## src/rtl/mvm_pkg.sv

```systemverilog
// Shared types and helpers for the vector matrix-vector multiply sequencer.
package mvm_pkg;

  typedef enum logic [1:0] {
    IDLE,
    RUN,
    FLUSH,
    EMIT
  } state_t;

  // Default element and accumulator types; the sequencer takes its default widths from these.
  typedef logic signed [7:0]  elem_t;
  typedef logic signed [23:0] acc_t;

  // Clamp a signed value into the range of an nbits-wide two's complement number.
  function automatic logic signed [63:0] sat(input logic signed [63:0] v, input int nbits);
    logic signed [63:0] hi;
    logic signed [63:0] lo;
    hi = (64'sd1 <<< (nbits - 1)) - 64'sd1;
    lo = -(64'sd1 <<< (nbits - 1));
    if (v > hi) begin
      return hi;
    end else if (v < lo) begin
      return lo;
    end
    return v;
  endfunction

endpackage

```

## src/rtl/vec_lane_dot.sv

```systemverilog
// Combinational signed dot product of two Lanes-wide element vectors, full precision.
module vec_lane_dot #(
  parameter int Lanes   = 4,
  parameter int NBits   = 8,
  parameter int AccBits = 24
) (
  input  logic [Lanes-1:0][NBits-1:0] a,
  input  logic [Lanes-1:0][NBits-1:0] b,
  output logic signed [AccBits-1:0]   dot
);

  localparam int Pad = 1 << $clog2(Lanes);

  // Heap-ordered tree: leaves at [Pad, 2*Pad), root at index 1.
  logic signed [AccBits-1:0] node [2*Pad];

  assign node[0] = '0;

  generate
    for (genvar gi = 0; gi < Pad; gi++) begin : g_leaf
      if (gi < Lanes) begin : g_mul
        logic signed [NBits-1:0]   ea;
        logic signed [NBits-1:0]   eb;
        logic signed [2*NBits-1:0] prod;
        assign ea   = a[gi];
        assign eb   = b[gi];
        assign prod = ea * eb;
        assign node[Pad+gi] = AccBits'(prod);
      end else begin : g_pad
        assign node[Pad+gi] = '0;
      end
    end

    for (genvar gi = 1; gi < Pad; gi++) begin : g_tree
      assign node[gi] = node[2*gi] + node[2*gi+1];
    end
  endgenerate

  assign dot = node[1];

endmodule

```

## src/rtl/vec_mvm_sequencer.sv

```systemverilog
// Reads each resident vector OutVecLen times from the vector FIFO and emits one saturated dot product per row.
module vec_mvm_sequencer
  import mvm_pkg::*;
#(
  parameter int InVecLen  = 8,
  parameter int OutVecLen = 2,
  parameter int Lanes     = 4,
  parameter int NBits     = $bits(elem_t),
  parameter int AccBits   = $bits(acc_t),
  parameter int Shift     = 0,
  localparam int Chunks   = InVecLen / Lanes,
  localparam int AddrW    = (OutVecLen * Chunks > 1) ? $clog2(OutVecLen * Chunks) : 1
) (
  input  logic                         clk_in,
  input  logic                         rst_in,
  input  logic                         vec_valid,
  input  logic [Lanes-1:0][NBits-1:0]  fifo_data,
  output logic                         fifo_rd_en,
  output logic                         fifo_wrap,
  output logic [AddrW-1:0]             w_addr,
  input  logic [Lanes-1:0][NBits-1:0]  w_data,
  output logic [NBits-1:0]             out_data,
  output logic                         out_valid,
  input  logic                         out_ready,
  output logic                         vec_done
);

  localparam int RowW   = (OutVecLen > 1) ? $clog2(OutVecLen) : 1;
  localparam int ChunkW = (Chunks > 1) ? $clog2(Chunks) : 1;
  localparam logic [RowW-1:0]   LastRow   = RowW'(OutVecLen - 1);
  localparam logic [ChunkW-1:0] LastChunk = ChunkW'(Chunks - 1);

  state_t                      state_reg;
  logic [RowW-1:0]             row_reg;
  logic [ChunkW-1:0]           chunk_reg;
  logic [Lanes-1:0][NBits-1:0] stage_reg;
  logic                        mac_pend_reg;
  logic signed [AccBits-1:0]   acc_reg;
  logic signed [AccBits-1:0]   acc_next;
  logic signed [AccBits-1:0]   dot;
  logic [NBits-1:0]            out_data_reg;
  logic                        out_valid_reg;
  logic                        rd_en_reg;
  logic                        wrap_reg;
  logic [AddrW-1:0]            w_addr_reg;

  // The last chunk of every row rewinds, except on the final row where the FIFO moves on to the next vector.
  function automatic logic rd_for(input logic [RowW-1:0] r, input logic [ChunkW-1:0] c);
    return (c != LastChunk) || (r == LastRow);
  endfunction

  function automatic logic [AddrW-1:0] addr_for(input logic [RowW-1:0] r, input logic [ChunkW-1:0] c);
    return AddrW'(int'(r) * Chunks + int'(c));
  endfunction

  vec_lane_dot #(
    .Lanes  (Lanes),
    .NBits  (NBits),
    .AccBits(AccBits)
  ) u_dot (
    .a  (stage_reg),
    .b  (w_data),
    .dot(dot)
  );

  // The weight word arrives one cycle after its address, alongside the staged FIFO chunk.
  always_comb begin
    acc_next = acc_reg;
    if (mac_pend_reg) begin
      acc_next = acc_reg + dot;
    end
  end

  always_ff @(posedge clk_in) begin
    if (rst_in) begin
      state_reg     <= IDLE;
      row_reg       <= '0;
      chunk_reg     <= '0;
      stage_reg     <= '0;
      mac_pend_reg  <= 1'b0;
      acc_reg       <= '0;
      out_data_reg  <= '0;
      out_valid_reg <= 1'b0;
      rd_en_reg     <= 1'b0;
      wrap_reg      <= 1'b0;
      w_addr_reg    <= '0;
    end else begin
      mac_pend_reg <= (state_reg == RUN);
      acc_reg      <= acc_next;
      rd_en_reg    <= 1'b0;
      wrap_reg     <= 1'b0;
      case (state_reg)
        IDLE: begin
          if (vec_valid) begin
            state_reg  <= RUN;
            row_reg    <= '0;
            chunk_reg  <= '0;
            acc_reg    <= '0;
            rd_en_reg  <= rd_for('0, '0);
            wrap_reg   <= !rd_for('0, '0);
            w_addr_reg <= addr_for('0, '0);
          end
        end
        RUN: begin
          stage_reg <= fifo_data;
          if (chunk_reg == LastChunk) begin
            state_reg <= FLUSH;
          end else begin
            chunk_reg  <= chunk_reg + 1'b1;
            rd_en_reg  <= rd_for(row_reg, chunk_reg + 1'b1);
            wrap_reg   <= !rd_for(row_reg, chunk_reg + 1'b1);
            w_addr_reg <= addr_for(row_reg, chunk_reg + 1'b1);
          end
        end
        FLUSH: begin
          state_reg     <= EMIT;
          out_valid_reg <= 1'b1;
          out_data_reg  <= NBits'(sat(64'(acc_next >>> Shift), NBits));
        end
        EMIT: begin
          if (out_ready) begin
            out_valid_reg <= 1'b0;
            acc_reg       <= '0;
            if (row_reg != LastRow) begin
              state_reg  <= RUN;
              row_reg    <= row_reg + 1'b1;
              chunk_reg  <= '0;
              rd_en_reg  <= rd_for(row_reg + 1'b1, '0);
              wrap_reg   <= !rd_for(row_reg + 1'b1, '0);
              w_addr_reg <= addr_for(row_reg + 1'b1, '0);
            end else begin
              state_reg <= IDLE;
            end
          end
        end
        default: state_reg <= IDLE;
      endcase
    end
  end

  assign fifo_rd_en = rd_en_reg;
  assign fifo_wrap  = wrap_reg;
  assign w_addr     = w_addr_reg;
  assign out_data   = out_data_reg;
  assign out_valid  = out_valid_reg;
  assign vec_done   = out_valid_reg && out_ready && (row_reg == LastRow);

endmodule

```

## config.mk

```make
export PLATFORM = sky130hd
export DESIGN_NAME = vec_mvm_sequencer
export DESIGN_NICKNAME = d
export VERILOG_FILES = /design/src/rtl/mvm_pkg.sv /design/src/rtl/vec_lane_dot.sv /design/src/rtl/vec_mvm_sequencer.sv
export SDC_FILE = /design/constraint.sdc
export NUM_CORES = 1
export LEC_CHECK = 0
export CAP_MARGIN = 5
export CELL_PAD_IN_SITES_DETAIL_PLACEMENT = 1
export CELL_PAD_IN_SITES_GLOBAL_PLACEMENT = 2
export CORE_MARGIN = 8
export CORE_UTILIZATION = 40
export DETAILED_ROUTE_END_ITERATION = 8
export DONT_BUFFER_PORTS = 1
export PLACE_DENSITY = 0.79
export SLEW_MARGIN = 20
export SYNTH_ARGS = -nofsm -noshare
export SYNTH_HDL_FRONTEND = slang
export SYNTH_SLANG_ARGS = --single-unit
```

## constraint.sdc

```tcl
create_clock -name clk_in -period 20.1 [get_ports clk_in]
set_input_delay 6.03 -clock clk_in [delete_from_list [all_inputs] [get_ports clk_in]]
set_output_delay 6.03 -clock clk_in [all_outputs]
set_load 0.1 [all_outputs]
```

==> impl_table.tex, run 1 <==
\begin{tabular}{lr}
\hline
Metric & Value \\
\hline
\multicolumn{2}{l}{\textbf{Routing}} \\
Post-DR vias/cell & 4.94 \\
Total number of vias & 10,400 \\
Starting DRC count in detailed routing & around 310 \\
Remaining antenna violation count & 0 \\
Post-detailed-routing wire length & 39,600 um \\
Drt pass-1 iters & 4 \\
Routed length per instance & between 15 and 20 um \\
Number of DRC violations after detailed routing & 0 \\
\multicolumn{2}{l}{\textbf{Clocking}} \\
Clock sink count & 74 \\
Clock root cell & clkbuf\_16 \\
CTS max path bufs & 2 \\
Reg clk slew, reported paths & about 0.06 ns \\
Number of buffers inserted to repair setup after CTS & 0 \\
CTS tree & done \\
Number of buffers added to fix hold violations after cts & 0 \\
Resize count post-CTS & 0 \\
Clock network latency to the later pin of the worst-skew pair & between 0.3 and 0.4 ns \\
Count of H-tree levels built during CTS & 3 \\
Cts bufs inserted & 9 \\
\multicolumn{2}{l}{\textbf{Worst setup path}} \\
Critical path arrival & 15.69 ns \\
Kind of end point of the critical path & flop \\
Startpoint-to-endpoint class of the critical path & input pin to flop \\
Setup crit start kind & input pin \\
Cell with the most instances on the worst path & fa\_1 \\
Worst Path Max Fanout & 8 \\
CP peak stage delay & 0.65 ns \\
CP required & 20.33 ns \\
Slowest cell on the critical path & xnor2\_1 \\
\multicolumn{2}{l}{\textbf{Synth}} \\
Post-synthesis instance area & approximately 15,000 sq um \\
Leading post-synthesis cells by cell area & fa\_1, ha\_1, dfxtp\_1 \\
Sequential share of the synthesized area & 0.0984 \\
Post-synthesis cell count & approximately 1,600 \\
Synthesized Nets & $\sim$2,100 \\
Post-synthesis sequential element count & between 70 and 80 \\
Most used flip-flop cell after synthesis & dfxtp\_1 \\
Synthesized area per cell & $\sim$9.4 sq um \\
Yosys Warn Count & 0 \\
Post-synth EDFFs & 0 \\
Distinct cell type count after synthesis & 63 \\
Synth async-reset ratio & 0 \\
Top cells by instance count after synthesis & inv\_1, fa\_1, and2\_1 \\
Top cell type by total area after synthesis & fa\_1 \\
Dominant cell by count in the synthesized netlist & inv\_1 \\
Fraction of post-synthesis cell area in the top cell type by area & 0.424 \\
\multicolumn{2}{l}{\textbf{Final layout}} \\
Diodes inserted & 0 \\
Fraction of layout cells with a size suffix above 1 & 0.0225 \\
Flip-flop count of the largest register after layout & 32 \\
Area overhead of the layout relative to synthesis & 5.81\% \\
Final layout net count & between 2,000 and 2,500 \\
Layout filler cell count & roughly 4,300 \\
\multicolumn{2}{l}{\textbf{GRT}} \\
Number of antenna violations at the first check in global routing & 0 \\
Global route total overflow & 0 \\
Pin count of the biggest net entering global routing & between 50 and 60 \\
Global-route wire length before repair & $\sim$65,000 um \\
Total routing usage reported by global routing & 0.189 \\
Number of global-route vias before repair & 11,700 \\
\multicolumn{2}{l}{\textbf{Floorplanning}} \\
Boundary pin count & approximately 80 \\
Number of placement rows & 71 \\
Starting density of the core & 0.402 \\
DIE HEIGHT & 210 um \\
Horizontal extent of the die & between 200 and 250 um \\
Die Area & approximately 44,000 sq um \\
Floorplan core area & approximately 37,000 sq um \\
\multicolumn{2}{l}{\textbf{Place}} \\
HPWL after detailed placement & $\sim$35,000 um \\
GPL Wtd Cong & between 0.7 and 0.8 \\
Count of input and output buffers & 0 \\
\multicolumn{2}{l}{\textbf{Timing}} \\
Final critical-path required period & about 15 ns \\
Worst setup skew after layout & roughly 0.015 ns \\
Total negative setup slack & 0 ns \\
Measured slew at the worst slew-check pin & about 1.1 ns \\
Max-slew violations & 0 \\
Final period util & 0.769 \\
Slew headroom & 0.274 \\
Unrepaired setup endpoints after global routing & no \\
Top achievable clock speed & approximately 65 MHz \\
Total of endpoints with negative setup slack in the final report & 0 \\
Final hold violation count & 0 \\
\multicolumn{2}{l}{\textbf{Hold path}} \\
Tightest Hold Check Type & flop to flop \\
\multicolumn{2}{l}{\textbf{Status}} \\
Outcome & completed \\
\multicolumn{2}{l}{\textbf{Job}} \\
Number of maximum-capacitance violations & 0 \\
\hline
\end{tabular}
-- per-layer routing --
layer	vias up	part of all wire	GRT usage
met3	38	0.042	0.0291
li1	4838	-	-
met5	-	0	0
met1	5406	0.45	0.257
met2	134	0.48	0.311
met4	0	0.021	0.0515
-- placed cells by master, fill, tap and decap left out, types with 4 or more instances in the layout --
| master | synthesis | routed |
|---|---|---|
| o211ai_1 | 5 | 5 |
| a21o_1 | 7 | 7 |
| mux2i_1 | 41 | 41 |
| o21ai_0 | 22 | 22 |
| and3_1 | 6 | 6 |
| o21ai_1 | 4 | 4 |
| o21a_1 | 6 | 6 |
| or3_1 | 9 | 9 |
| fa_1 | 319 | 319 |
| clkbuf_16 | 0 | 9 |
| nand3_1 | 6 | 6 |
| a311oi_1 | 4 | 4 |
| a31oi_1 | 7 | 7 |
| inv_1 | 389 | 389 |
| o32ai_1 | 5 | 5 |
| and2_1 | 141 | 141 |
| nor2_1 | 98 | 98 |
| xor2_1 | 11 | 11 |
| a211oi_1 | 5 | 5 |
| nand2_1 | 107 | 107 |
| nand4_1 | 5 | 5 |
| dfxtp_1 | 74 | 74 |
| buf_4 | 0 | 5 |
| a21oi_1 | 35 | 35 |
| nor2b_1 | 24 | 24 |
| nand2b_1 | 21 | 21 |
| ha_1 | 126 | 125 |
| nor3_1 | 14 | 14 |
| xnor2_1 | 33 | 33 |
-- metrics by stage --
stage | util | instance area [sq um] | setup slack (ns) | cells | hold WS (ns)
4_1_cts | 0.426 | 15900 | 4.67 | 2108 | 0.563
2_1_floorplan | - | 15000 | 5.58 | 1604 | 0.472
5_1_grt | 0.426 | 15900 | 4.04 | 2108 | 0.597
3_5_place_dp | 0.418 | 15600 | 4.27 | 2092 | 0.548
6_report | 0.426 | 15900 | 4.64 | 2108 | 0.560
3_3_place_gp | 0.418 | 15600 | 4.69 | 2092 | 0.519
-- cell type report --
type                       instances  area (sq um)  share of cell area
sequential                        74          1480              0.0930
inverter                         389          1460              0.0917
tap                              511           639              0.0402
clock buffer                      10           229              0.0144
clock inverter                     6          65.1             0.00409
multi-input combinational       1113         12000               0.754
timing repair buffer               5          37.5             0.00236
-- cells by family (layout without fill, tap and decap cells) --
family	count (synthesis)	in the layout	share of synthesized area
fa+ha+maj	445	445	0.529
xor+xnor	44	44	0.0256
buf+inv	417	410	0.104
compound gates	132	132	0.0601
simple gates	449	449	0.154
mux	43	43	0.0288
flops	74	74	0.0984
-- worst paths after layout --
check | from | depth (start not counted) | slack, ns | endpoint
worst max-delay path | w_data[24] | 31 | 4.64 | out_data[6]
worst min-delay path | acc_reg[6] | 2 | 0.56 | acc_reg[6]
worst max register to register | stage_reg[31] | 31 | 9.68 | out_data[6]
worst min register to register | acc_reg[6] | 2 | 0.56 | acc_reg[6]
-- worst max-delay path: cells and delay by family --
family	cells	cell delay (ns)
fa+ha+maj	10	4.64
compound gates	10	2.16
buf+inv	4	0.29
xor+xnor	1	0.65
simple gates	6	1.90
Power of run 1 is left out: the tool's default activity adds up to more than one toggle a clock period on the data nets, which glitch-free logic cannot reach.
==> run 2: changes to the inputs <==
- CORE_UTILIZATION: 40 -> 39
- PLACE_DENSITY: 0.79 -> 0.81
- clock period: 20.1 -> 14.2 ns (I/O delays scaled with it)
==> run 2 against run 1 <==
- final area is essentially flat
- flip-flop and latch count is the same
- first-iteration DRC count grew 40%
==> impl_table.tex, run 2 (same netlist as run 1, synthesis figures left out) <==
\begin{tabular}{lr}
\hline
Metric & Value \\
\hline
\multicolumn{2}{l}{\textbf{Final layout}} \\
Layout filler cell count & 4,494 \\
Most frequent standard cell in the layout excluding fill and tap cells & inv\_1 \\
Diodes inserted & 0 \\
Area overhead of the layout relative to synthesis & 5.89\% \\
Flip-flop count of the largest register after layout & 32 \\
Fraction of layout cells with a size suffix above 1 & 0.0219 \\
Highest-count cells in the layout ignoring fill and taps & inv\_1, fa\_1, and2\_1, ha\_1, nand2\_1 \\
Non-filler instance count after layout & approximately 2,100 \\
Final layout net count & 2,104 \\
\multicolumn{2}{l}{\textbf{Job}} \\
Number of maximum-capacitance violations & 0 \\
\multicolumn{2}{l}{\textbf{Floorplanning}} \\
Starting density of the core & 0.392 \\
Horizontal extent of the die & around 210 um \\
Die Area & between 40,000 and 50,000 sq um \\
Boundary pin count & 82 \\
DIE HEIGHT & 212 um \\
Number of placement rows & 72 \\
Floorplan core area & approximately 38,000 sq um \\
\multicolumn{2}{l}{\textbf{Routing}} \\
Number of DRC violations after detailed routing & 0 \\
Drt pass-1 iters & 4 \\
Starting DRC count in detailed routing & $\sim$430 \\
Remaining antenna violation count & 0 \\
Total number of vias & roughly 10,000 \\
Post-detailed-routing wire length & a little under 40,000 um \\
Routed length per instance & approximately 19 um \\
Post-DR vias/cell & 4.95 \\
\multicolumn{2}{l}{\textbf{Clocking}} \\
CTS tree & done \\
Clock network latency to the later pin of the worst-skew pair & about 0.38 ns \\
Number of buffers added to fix hold violations after cts & 0 \\
Reg clk slew, reported paths & $\sim$0.070 ns \\
Cts bufs inserted & 9 \\
Clock root cell & clkbuf\_16 \\
Count of H-tree levels built during CTS & 3 \\
CTS max path bufs & 2 \\
Number of buffers inserted to repair setup after CTS & 0 \\
Clock sink count & between 70 and 80 \\
Resize count post-CTS & 0 \\
\multicolumn{2}{l}{\textbf{Worst setup path}} \\
Slowest cell on the critical path & xnor2\_1 \\
Setup crit start kind & input pin \\
Buffers plus inverters on the worst setup path & 4 \\
Worst setup startpoint & w\_data[24] \\
Critical path depth & 31 \\
Cell count of the worst reg-to-reg path & 35 \\
Family with the most delay on the worst path & adder cells \\
Kind of end point of the critical path & flop \\
Setup slack, reg-to-reg & between 3 and 4 ns \\
Cell with the most instances on the worst path & fa\_1 \\
Worst Path Max Fanout & 8 \\
Worst flop-to-flop path endpoint & out\_data[6] \\
Crit path to & out\_data[6] \\
CP peak stage delay & roughly 0.63 ns \\
Startpoint-to-endpoint class of the critical path & input pin to flop \\
Critical path arrival & $\sim$14 ns \\
CP required & around 14 ns \\
Crit Reg-Reg Startpoint & stage\_reg[2] \\
\multicolumn{2}{l}{\textbf{Timing}} \\
Measured slew at the worst slew-check pin & between 1 and 1.5 ns \\
Least setup slack across all paths after layout & $\sim$0.67 ns \\
Final critical-path required period & $\sim$14 ns \\
Total negative setup slack & 0 ns \\
Final-layout worst hold slack & $\sim$0.55 ns \\
Worst setup skew after layout & approximately 0.015 ns \\
Total of endpoints with negative setup slack in the final report & 0 \\
Max-slew violations & 0 \\
Unrepaired setup endpoints after global routing & no \\
Top achievable clock speed & between 70 and 80 MHz \\
Final period util & 0.953 \\
Final hold violation count & 0 \\
Slew headroom & 0.269 \\
\multicolumn{2}{l}{\textbf{Place}} \\
Count of input and output buffers & 0 \\
Number of placed cells counting well taps & between 2,000 and 2,500 \\
Pre-CTS worst setup slack & about 0.31 ns \\
GPL Wtd Cong & between 0.7 and 0.8 \\
HPWL after detailed placement & $\sim$34,000 um \\
\multicolumn{2}{l}{\textbf{GRT}} \\
Number of antenna violations at the first check in global routing & 0 \\
Global-route wire length before repair & roughly 66,000 um \\
Pin count of the biggest net entering global routing & 57 \\
Total routing usage reported by global routing & 0.186 \\
Number of global-route vias before repair & between 10,000 and 15,000 \\
Global route total overflow & 0 \\
\multicolumn{2}{l}{\textbf{Status}} \\
Outcome & completed \\
\multicolumn{2}{l}{\textbf{Hold path}} \\
Tightest Hold Check Type & flop to flop \\
\hline
\end{tabular}
[run 2: cell types whose count changed in the layout (fill, tap and decap cells not counted), sizes merged]
cell,before,now
inv,390,394
clkinvlp,1,0
buf,5,4
clkbuf,10,9
clkinv,3,1
[run 2: how the worst min path moves through the flow]
stage	from	to	slack [ns]	cells past startpoint
after floorplan	acc_reg[4]	acc_reg[4]	0.47	2
after global placement	acc_reg[4]	acc_reg[4]	0.53	2
after detailed placement	acc_reg[4]	acc_reg[4]	0.54	2
after CTS	acc_reg[4]	acc_reg[4]	0.56	2
after global routing	acc_reg[4]	acc_reg[4]	0.59	2
final	acc_reg[5]	acc_reg[5]	0.55	2
[run 2: routing by layer]
layer,up-vias,routed length (um),track usage
met1,5452,17800,0.254
met5,-,0,0
li1,4838,-,-
met3,35,1540,0.0268
met4,0,674,0.0478
met2,139,19400,0.308
[run 2: final cells by class]
type                    instances  area [sq um]  share of cell area
inverters                     389          1460              0.0916
repair buffers                  4          30.0             0.00188
clock buffers                   9           225              0.0141
clock inverters                 7          90.1             0.00565
flip-flops and latches         74          1480              0.0930
multi-input cells            1113         12000               0.753
well taps                     518           648              0.0407
[run 2: tightest hold or removal path, delay by kind of cell (launching register included)]
kind	cells	cell delay, ns
flops	1	0.34
mux	1	0.09
simple gates	1	0.08
[run 2: stage by stage]
step	cell area [sq um]	util
final	15900	0.415
after global routing	15900	0.415
after CTS	15900	0.415
after detailed placement	15600	0.407
after global placement	15600	0.407
after floorplan	15000	-
Power of run 2 is left out for the same reason.
